[config.mk]
export PLATFORM = sky130hd
export DESIGN_NAME = fetch_queue
export DESIGN_NICKNAME = d
export VERILOG_FILES = /design/src/rtl/fetch_queue.sv
export SDC_FILE = /design/constraint.sdc
export NUM_CORES = 1
export LEC_CHECK = 0
export ABC_AREA = 0
export BUFFER_PORTS_ARGS = -buffer_cell sky130_fd_sc_hd__buf_2
export CORE_MARGIN = 10
export CORE_UTILIZATION = 54
export CTS_BUF_LIST = sky130_fd_sc_hd__clkbuf_4 sky130_fd_sc_hd__clkbuf_8
export CTS_CLUSTER_SIZE = 14
export DETAILED_ROUTE_END_ITERATION = 8
export PLACE_DENSITY = 0.78
export SLEW_MARGIN = 10
export SYNTH_ARGS = -nofsm -noshare
export SYNTH_HDL_FRONTEND = slang
export SYNTH_SLANG_ARGS = --single-unit
[constraint.sdc]
create_clock -name clk -period 3 [get_ports clk]
set_clock_uncertainty 0.15 [all_clocks]
set_input_delay 0.45 -clock clk [delete_from_list [all_inputs] [get_ports clk]]
set_output_delay 0.45 -clock clk [all_outputs]
set_load 0.1 [all_outputs]
[src/rtl/fetch_queue.sv]
// fetch_queue: owns the fetch PC, issues word reads to a synchronous
// instruction memory and buffers returned {pc, instruction} pairs for decode.
//
// Handshake (inst_valid/inst_ready): inst_valid only depends on stored state,
// never on inst_ready; inst_pc/inst_data are stable while inst_valid is high;
// the head entry is consumed on a rising clk edge where inst_valid and
// inst_ready are both 1 (and no reset or redirect takes priority).
module fetch_queue #(
  parameter int            N        = 32,
  parameter int            DEPTH    = 4,
  parameter logic [N-1:0]  RESET_PC = 32'h00400000
) (
  input  logic                     clk,
  input  logic                     reset,
  input  logic                     redirect_valid,
  input  logic [N-1:0]             redirect_pc,
  output logic                     imem_req,
  output logic [N-1:0]             imem_addr,
  input  logic [N-1:0]             imem_rdata,
  output logic                     inst_valid,
  input  logic                     inst_ready,
  output logic [N-1:0]             inst_pc,
  output logic [N-1:0]             inst_data,
  output logic [$clog2(DEPTH):0]   occupancy
);

  localparam int PW = $clog2(DEPTH);
  localparam int CW = PW + 1;

  logic [N-1:0]  fetch_pc;
  logic [N-1:0]  inflight_pc;
  logic          inflight;
  logic          kill;
  logic [PW-1:0] wr_ptr;
  logic [PW-1:0] rd_ptr;
  logic [CW-1:0] count;
  logic [N-1:0]  pc_mem   [DEPTH];
  logic [N-1:0]  data_mem [DEPTH];

  logic [CW-1:0] fill;
  logic          issue;
  logic          push;
  logic          pop;
  logic          unused_low_bits;

  // The two low redirect address bits are dropped: fetch is word-aligned.
  assign unused_low_bits = ^redirect_pc[1:0];

  // Issue decision counts the in-flight slot and ignores a same-cycle pop,
  // so the buffer can never overflow when the response lands.
  assign fill  = count + {{(CW-1){1'b0}}, inflight};
  assign issue = !reset && !redirect_valid && (fill < CW'(DEPTH));
  assign push  = inflight && !kill;
  assign pop   = inst_valid && inst_ready;

  assign imem_req   = issue;
  assign imem_addr  = reset ? RESET_PC : fetch_pc;
  assign inst_valid = !reset && (count != '0);
  assign inst_pc    = inst_valid ? pc_mem[rd_ptr]   : '0;
  assign inst_data  = inst_valid ? data_mem[rd_ptr] : '0;
  assign occupancy  = reset ? '0 : fill;

  // Control state: fetch PC, pointers, count, in-flight tracking and kill.
  always_ff @(posedge clk) begin
    if (reset) begin
      fetch_pc    <= RESET_PC;
      inflight_pc <= '0;
      inflight    <= 1'b0;
      kill        <= 1'b0;
      wr_ptr      <= '0;
      rd_ptr      <= '0;
      count       <= '0;
    end else if (redirect_valid) begin
      fetch_pc <= {redirect_pc[N-1:2], 2'b00};
      inflight <= 1'b0;
      // A response still owed for the old stream must not be stored.
      kill     <= inflight;
      wr_ptr   <= '0;
      rd_ptr   <= '0;
      count    <= '0;
    end else begin
      kill     <= 1'b0;
      inflight <= issue;
      if (issue) begin
        inflight_pc <= fetch_pc;
        fetch_pc    <= fetch_pc + N'(4);
      end
      if (push) wr_ptr <= wr_ptr + PW'(1);
      if (pop)  rd_ptr <= rd_ptr + PW'(1);
      case ({push, pop})
        2'b10:   count <= count + CW'(1);
        2'b01:   count <= count - CW'(1);
        default: count <= count;
      endcase
    end
  end

  // Entry storage: capture the returned word together with its PC.
  always_ff @(posedge clk) begin
    if (!reset && !redirect_valid && push) begin
      pc_mem[wr_ptr]   <= inflight_pc;
      data_mem[wr_ptr] <= imem_rdata;
    end
  end

endmodule

After elaboration in Yosys (flattened, before gate mapping) --
Memories as Yosys holds them, arrays and structs flattened. A register that Yosys moved wholly into a read port is not among the register bits. Index checks and enable logic that the tools add are counted.
Storage, ports and cells: bits in registers 73, bits in writable memories 256, memories 2
Memory list:
- data_mem | depth 4, bits a word 32, rd ports 1, clocked after memory_dff 1, write ports 1, RTL line 38 | logic [N-1:0] data_mem [DEPTH];
- pc_mem | depth 4, bits a word 32, rd ports 1, clocked after memory_dff 1, write ports 1, RTL line 37 | logic [N-1:0] pc_mem [DEPTH];
Cells by class: add/sub/neg operators 6, order comparisons 1, equality and inequality tests 2, mux-type cells 13, bitwise operators 1, reductions and logical operators 15
Operators by type and width (number):
- two-way mux 32 bit | 5
- adder 32 x 3 -> 32 bit (second input constant) | 1
- two-way mux 2 bit | 4
- logical AND 1 bit | 6
- one-hot mux 3 bit (2 select lines) | 1
- adder 2 x 1 -> 2 bit (second input constant) | 2
- nonzero test 2 bit | 2
- OR reduction 2 bit | 2
- adder 3 x 1 -> 3 bit | 1
- adder 3 x 1 -> 3 bit (second input constant) | 1
- logical NOT 1 bit | 3
- less-than comparator 3 bit (second input constant) | 1
- two-way mux 3 bit | 1
- nonzero test 3 bit | 1
- subtractor 3 x 1 -> 3 bit (second input constant) | 1
- equality test 2 x 1 -> 1 bit (second input constant) | 1
- equality test 2 bit (second input constant) | 1
- two-way mux 1 bit | 2
- AND reduction 2 bit | 1
- inverter 1 bit | 1

Longest topological paths before layout --
Gate-level depths: netlist of the first run.
word-level depth 5, depth in mapped cells 10, depth with buffers taken out 9

Worst setup path before layout of the first run --
No wires, ideal clock.
path type input-to-output, start in reset, end out inst_data[22], data arrival time 2.618 ns, path slack -0.218 ns, stages on the path 4, path buffers 2, cells stage by stage clkbuf_1 -> nor2_1 -> clkbuf_1 -> and2_1
On the way: longest elaborated chain between the ends 3
Ends and longest elaborated chain:
- from (decl) | RTL line 14 | input logic reset,
- logical NOT 1 bit | RTL line 58 | assign inst_valid = !reset && (count != '0);
- logical AND 1 bit | RTL line 58
- via inst_valid | RTL line 20 | output logic inst_valid,
- two-way mux 32 bit | RTL line 60 | assign inst_data = inst_valid ? data_mem[rd_ptr] : '0;
- to (decl) | RTL line 23 | output logic [N-1:0] inst_data,
The timed path passes the listed nets, and every way through them passes these cells.

==> results.sh, run 1 <==
export IMPL_htreeDepth=2
export IMPL_whs_endpoint="fetch_pc[19]"
export IMPL_critPathSlowestCell="mux4_2"
export IMPL_slew_violations=0
export IMPL_drc=0
export IMPL_cts_buffers_inserted=49
export IMPL_synth_distinct_cells=43
export IMPL_cts_sinks=319
export IMPL_die_h_um=174
export IMPL_async_flop_share=0
export IMPL_timing_critical_path_buf_inv=2
export IMPL_cts_tree="built"
export IMPL_pre_cts_ws_ps=634
export IMPL_tightest_slew_ps=622
export IMPL_gp_congestion=0.853
export IMPL_gr_total_overflow=0
export IMPL_syn_inst=837
export IMPL_post_route_min_period_ps=2830
export IMPL_path_max_fanout=40
export IMPL_drt_iter0_markers=627
export IMPL_required_ps=2400
export IMPL_crit_path_start_kind="register"
export IMPL_dr_pass1_iters=5
export IMPL_synth_area_top_cells="edfxtp_1 58%, dfxtp_1 11%, mux4_2 11%"
export IMPL_grt_usage=0.180
export IMPL_setup_viol=0
export IMPL_worst_setup_path_type="register to primary output"
export IMPL_relSlewSlack=0.583
export IMPL_coreArea_mm2=0.0235
export IMPL_wl_per_cell_um=19.3
export IMPL_finalHoldViolCount=0
export IMPL_synth_edf_count=248
export IMPL_routed_wl_um=27700
export IMPL_ys_ff_latch=319
export IMPL_detail_route_antenna_nets=0
export IMPL_finalCritPeriodShare=0.942
export IMPL_setup_slack_ps=174
export IMPL_drive_gt1_frac=0.313
export IMPL_die_area_mm2=0.0304
export IMPL_synth_top_area_share=0.580
export IMPL_r2r_cells=9
export IMPL_grt_pass1_wl_um=44000
export IMPL_rsz0062_at_grt="no"
export IMPL_slowest_delay_ps=600
export IMPL_postCtsSetupRepairBufs=0
export IMPL_worst_hold_startpoint="redirect_pc[19]"
export IMPL_yosys_area_top_type="edfxtp_1"
export IMPL_vdd_ir_drop_max_v=0.000333
export IMPL_finalNetCount=1154
export IMPL_cp_common_cell="buf_12"
export IMPL_r2r_start="count[0]"
export IMPL_yosysWarningCount=0
export IMPL_cts_buffer_depth=3
export IMPL_cp_end_kind="primary output"
export IMPL_yosys_top_cells_count="248 x edfxtp_1, 71 x dfxtp_1, 71 x nand2_1"
export IMPL_clk_pin_slew_ps=60
export IMPL_status="finished, final reports clean"
export IMPL_die_w_um=174
export IMPL_finalSetupTns_ps=0
export IMPL_yosysSeqAreaShare=0.690
export IMPL_grt_pass1_vias=8095
export IMPL_syn_avg_cell_area_um2=15.4
export IMPL_start_util=0.547
export IMPL_clock_latency_ps=550
export IMPL_synth_ff_type="edfxtp_1"
export IMPL_std_cell_rows=56
export IMPL_portBuffers=162
export IMPL_reg2reg_slack_ps=690
export IMPL_nFillCells=1465
export IMPL_finalPower_mw=9.16
export IMPL_antenna_found_initial=1
export IMPL_reg2reg_to="fetch_pc[11]"
export IMPL_avgViaCountPerCell=5.41
export IMPL_grt_max_degree=65
export IMPL_max_freq_ghz=0.354
export IMPL_synthesis_area_mm2=0.0128
export IMPL_hold_path_depth=3
export IMPL_vias=7758
export IMPL_p_leak_nw=6.03
export IMPL_synth_most_common_cell="edfxtp_1"
export IMPL_maxCapViolations=0
export IMPL_clockRootBuffer="clkbuf_8"
export IMPL_hold_class="input port to register"
export IMPL_dp_hpwl_um=17800
export IMPL_path_cells="buf_12, mux4_2, and2_1, buf_12"
export IMPL_io_pins=169
export IMPL_areaGrowthSynthToFinish_pct=29.3
export IMPL_powerDensity_mw_per_mm2=551
export IMPL_arrival_ps=2230
export IMPL_crit_family="multiplexers"
export IMPL_whs_ps=44.7
## tightest hold or removal path: cells and delay by family
kind | cells | cell delay [ps]
buffers and inverters | 1 | 70
AOI/OAI and AO/OA | 2 | 170
## cell usage in the layout (no fill, tap or decap), drive strengths merged, types with 32 or more instances in the layout
cell type / netlist / layout
clkbuf: 37 / 73
and2: 64 / 64
buf: 18 / 191
edfxtp: 248 / 248
nand3: 41 / 41
mux4: 62 / 62
nand2: 71 / 71
nor2: 32 / 32
dfxtp: 71 / 71
dlygate4sd3: 0 / 49
## logic make-up (layout without fill, tap and decap cells)
logic type      count (synthesis)  in the layout  share of synthesized area
flops                         319            319                      0.690
other cells                     1              5                   0.000292
fa+ha+maj                       9              9                    0.00935
xor+xnor                       32             32                     0.0218
compound gates                 53             53                     0.0247
simple gates                  287            287                      0.118
mux                            67             67                      0.113
buf+inv                        69            342                     0.0232
## layer usage
layer	vias to the layer above	routed length [µm]	global-route usage
met3	45	2090	0.0485
met4	0	505	0.0506
met2	305	13100	0.285
met5	-	0	0
met1	3794	11900	0.239
li1	3614	-	-
## metrics by stage
stage               std cells  area [µm²]   util
finish                   1433       16600  0.708
global route             1433       16600  0.708
CTS                      1432       16600  0.707
detailed placement       1296       15100  0.644
global placement         1296       15100  0.644
floorplan                 840       12900      -
## flip-flops by register name, indices dropped and copies added (netlist names), named ones only
| name | count |
|---|---|
| fetch_pc | 30 |
| inflight | 1 |
| wr_ptr | 2 |
| kill | 1 |
| inflight_pc | 30 |
| count | 3 |
| rd_ptr | 2 |
| data_mem | 128 |
| pc_mem | 120 |
## power breakdown
part | internal, mW | total (mW) | leakage (nW) | switching, mW
Combinational | 0.229 | 0.681 | 2.55 | 0.452
Clock | 2.03 | 3.58 | 0.527 | 1.55
Sequential | 4.82 | 4.89 | 2.95 | 0.0740
## layout make-up
type	instances	area (µm²)	area share
sequential	319	8880	0.534
multi-input combinational	452	3720	0.224
timing repair buffer	241	2570	0.155
clock buffer	72	872	0.0525
tap	319	399	0.0240
clock inverter	15	119	0.00716
inverter	14	52.6	0.00316
antenna	1	2.50	0.000151
## worst max-delay path by stage
stage,slack (ps),cells past startpoint,endpoint
floorplan,50,3,data_mem[0][0]
global placement,630,4,inst_pc[31]
detailed placement,630,9,count[2]
CTS,40,4,inst_pc[31]
global route,60,4,inst_pc[18]
finish,170,4,inst_pc[18]
## repair_timing
| action | CTS | global route |
|---|---|---|
| gates resized for setup | 0 | 2 |
| setup endpoints to repair | 0 | 8 |
| endpoints found under the hold margin | 145 | 0 |
| hold buffers | 49 | 0 |
Note: power is estimated with default switching activity, not from simulation.
==> run 2, diff against run 1 <==
--- a/config.mk
+++ b/config.mk
@@ -10,3 +10,3 @@
 export CORE_MARGIN = 10
-export CORE_UTILIZATION = 54
+export CORE_UTILIZATION = 60
 export CTS_BUF_LIST = sky130_fd_sc_hd__clkbuf_4 sky130_fd_sc_hd__clkbuf_8
@@ -14,3 +14,3 @@
 export DETAILED_ROUTE_END_ITERATION = 8
-export PLACE_DENSITY = 0.78
+export PLACE_DENSITY = 0.82
 export SLEW_MARGIN = 10
==> constraint.sdc (replaced) <==
create_clock -name clk -period 2.83 [get_ports clk]
set_clock_uncertainty 0.15 [all_clocks]
set_input_delay 0.4245 -clock clk [delete_from_list [all_inputs] [get_ports clk]]
set_output_delay 0.4245 -clock clk [all_outputs]
set_load 0.005 [all_outputs]
==> run 2 against run 1 <==
Against the previous run:
- critical endpoint is now inst_pc[31]
- largest power group unchanged
- sequential share of layout area increased by 3.3 points
- hold slack lost 1.6 ps
- utilization up 3.7 points
- power rose by 1.2%
- critical path depth unchanged
- register-to-register slack lost 190 ps
- first-iteration DRC count down 28%
- clock-buffer cell count shrank 4
- sequential power up 6.1%
- cell area fell by 5.7%
==> results.sh, run 2 (same netlist as run 1, synthesis figures left out) <==
export IMPL_worst_setup_path_type="register to primary output"
export IMPL_grt_usage=0.196
export IMPL_finalSetupTns_ps=0
export IMPL_p_sw_mw=1.94
export IMPL_grt_busiest_layer="met2"
export IMPL_clkPwrFrac=0.395
export IMPL_required_ps=2260
export IMPL_final_common_cell="edfxtp_1"
export IMPL_maxCapViolations=0
export IMPL_dr_pass1_iters=5
export IMPL_hold_class="input port to register"
export IMPL_cts_buffer_depth=3
export IMPL_dp_hpwl_um=17700
export IMPL_path_cells="buf_12, mux4_2, and2_1, buf_2"
export IMPL_io_pins=169
export IMPL_cts_tree="built"
export IMPL_cts_buffers_inserted=49
export IMPL_use_met3=0.0525
export IMPL_grt_max_degree=65
export IMPL_intPower_mw=7.32
export IMPL_largest_reg_flops=128
export IMPL_drc=0
export IMPL_gp_congestion=0.820
export IMPL_grt_pass1_wl_um=44500
export IMPL_whs_endpoint="fetch_pc[25]"
export IMPL_grt_pass1_vias=8027
export IMPL_fin_cells=1395
export IMPL_utilization=0.745
export IMPL_r2r_start="fetch_pc[2]"
export IMPL_start_util=0.611
export IMPL_reg2reg_slack_ps=500
export IMPL_powerDensity_mw_per_mm2=592
export IMPL_critPathSlowestCell="mux4_2"
export IMPL_status="finished, final reports clean"
export IMPL_gr_total_overflow=0
export IMPL_routed_wl_um=27600
export IMPL_top_register="data_mem"
export IMPL_coreArea_mm2=0.0210
export IMPL_areaGrowthSynthToFinish_pct=21.8
export IMPL_antennaDiodeCount=0
export IMPL_portBuffers=162
export IMPL_r2r_cells=6
export IMPL_setup_viol=0
export IMPL_finalHoldViolCount=0
export IMPL_vdd_ir_drop_max_v=0.000336
export IMPL_whs_ps=43.1
export IMPL_relSlewSlack=0.573
export IMPL_crit_family="multiplexers"
export IMPL_finalNetCount=1156
export IMPL_arrival_ps=2120
export IMPL_power_frac_seq=0.560
export IMPL_finalCritPeriodShare=0.954
export IMPL_slowest_delay_ps=560
export IMPL_detail_route_antenna_nets=0
export IMPL_hold_path_depth=3
export IMPL_timing_critical_path_buf_inv=2
export IMPL_tightest_slew_ps=639
export IMPL_drt_iter0_markers=450
export IMPL_wl_per_cell_um=19.8
export IMPL_largestRegisters="data_mem (128), pc_mem (120)"
export IMPL_dp_cells=1247
export IMPL_max_freq_ghz=0.371
export IMPL_path_max_fanout=23
export IMPL_worst_hold_startpoint="redirect_pc[25]"
export IMPL_path_depth=4
export IMPL_vias=7834
export IMPL_p_leak_nw=5.86
export IMPL_reg2reg_to="fetch_pc[28]"
export IMPL_switching_share=0.210
export IMPL_std_cell_rows=53
export IMPL_antenna_found_initial=0
export IMPL_clk_pin_slew_ps=60
export IMPL_crit_path_start_kind="register"
export IMPL_slew_violations=0
export IMPL_drive_gt1_frac=0.309
export IMPL_grt_met1_usage=0.265
export IMPL_cts_sinks=319
export IMPL_die_area_mm2=0.0277
export IMPL_avgViaCountPerCell=5.62
export IMPL_post_route_min_period_ps=2700
export IMPL_die_w_um=166
export IMPL_die_h_um=166
export IMPL_cp_end_kind="primary output"
export IMPL_use_met2=0.311
export IMPL_htreeDepth=2
export IMPL_clockRootBuffer="clkbuf_8"
export IMPL_combPwrFrac=0.045
export IMPL_final_cell_mix="248 x edfxtp_1, 162 x buf_2, 70 x nand2_1, 69 x dfxtp_1, 64 x and2_1"
export IMPL_rsz0062_at_grt="no"
export IMPL_clock_latency_ps=550
run 2: changes by cell type in the layout (fill, tap and decap cells not counted), moves of 3 or more:
cell           delta
buf_4             -5
clkinv_1          +6
buf_2            +64
clkinv_2          +3
clkbuf_4          -4
buf_12           -59
dlygate4sd3_1     +4
run 2: worst max-delay path by stage:
stage,start,endpoint,slack [ps]
CTS,register,inst_pc[31],80
floorplan,reset,count[2],300
global route,register,inst_pc[31],10
finish,register,inst_pc[31],130
detailed placement,reset,inflight_pc[2],500
global placement,fetch_pc[2],fetch_pc[30],550
run 2: area by class of cell:
class                   count  area (µm²)
fillers                  1237        5370
clock buffers              68         836
flip-flops and latches    319        8880
multi-input cells         452        3720
inverters                  14        52.6
clock inverters            24         134
repair buffers            243        1690
well taps                 275         344
run 2: worst min-delay path: stages:
cell and delay, ps:
buf_2 80, a21oi_1 60, o22ai_1 130
run 2: timing repair:
action,4_1_cts,5_1_grt
gates resized for setup,1,0
buffers inserted,3,0
hold endpoints to repair,149,0
setup endpoints to repair,14,0
hold buffers,53,0
run 2: per-layer routing:
metal | routed length [µm] | vias up | share of wire
met1 | 12000 | 3892 | 0.43
met5 | 0 | - | 0
met3 | 1910 | 34 | 0.069
met2 | 13300 | 273 | 0.48
li1 | - | 3635 | -
met4 | 422 | 0 | 0.015
run 2: power groups by stage:
stage / Sequential, mW / Clock (mW) / Combinational, mW
2_1_floorplan: 5.26 / 0 / 0.202
3_3_place_gp: 5.28 / 0 / 0.341
3_5_place_dp: 5.29 / 0 / 0.352
4_1_cts: 5.19 / 3.72 / 0.414
5_1_grt: 5.20 / 3.94 / 0.457
6_report: 5.19 / 3.66 / 0.415
run 2: stage by stage:
stage                     setup WS, ps  instance area, µm²  power [mW]
after floorplan                    299               12900        5.46
after global placement             545               14100        5.62
after detailed placement           500               14100        5.64
after CTS                         81.1               15700        9.32
after global routing              14.2               15700        9.60
final                              132               15700        9.26
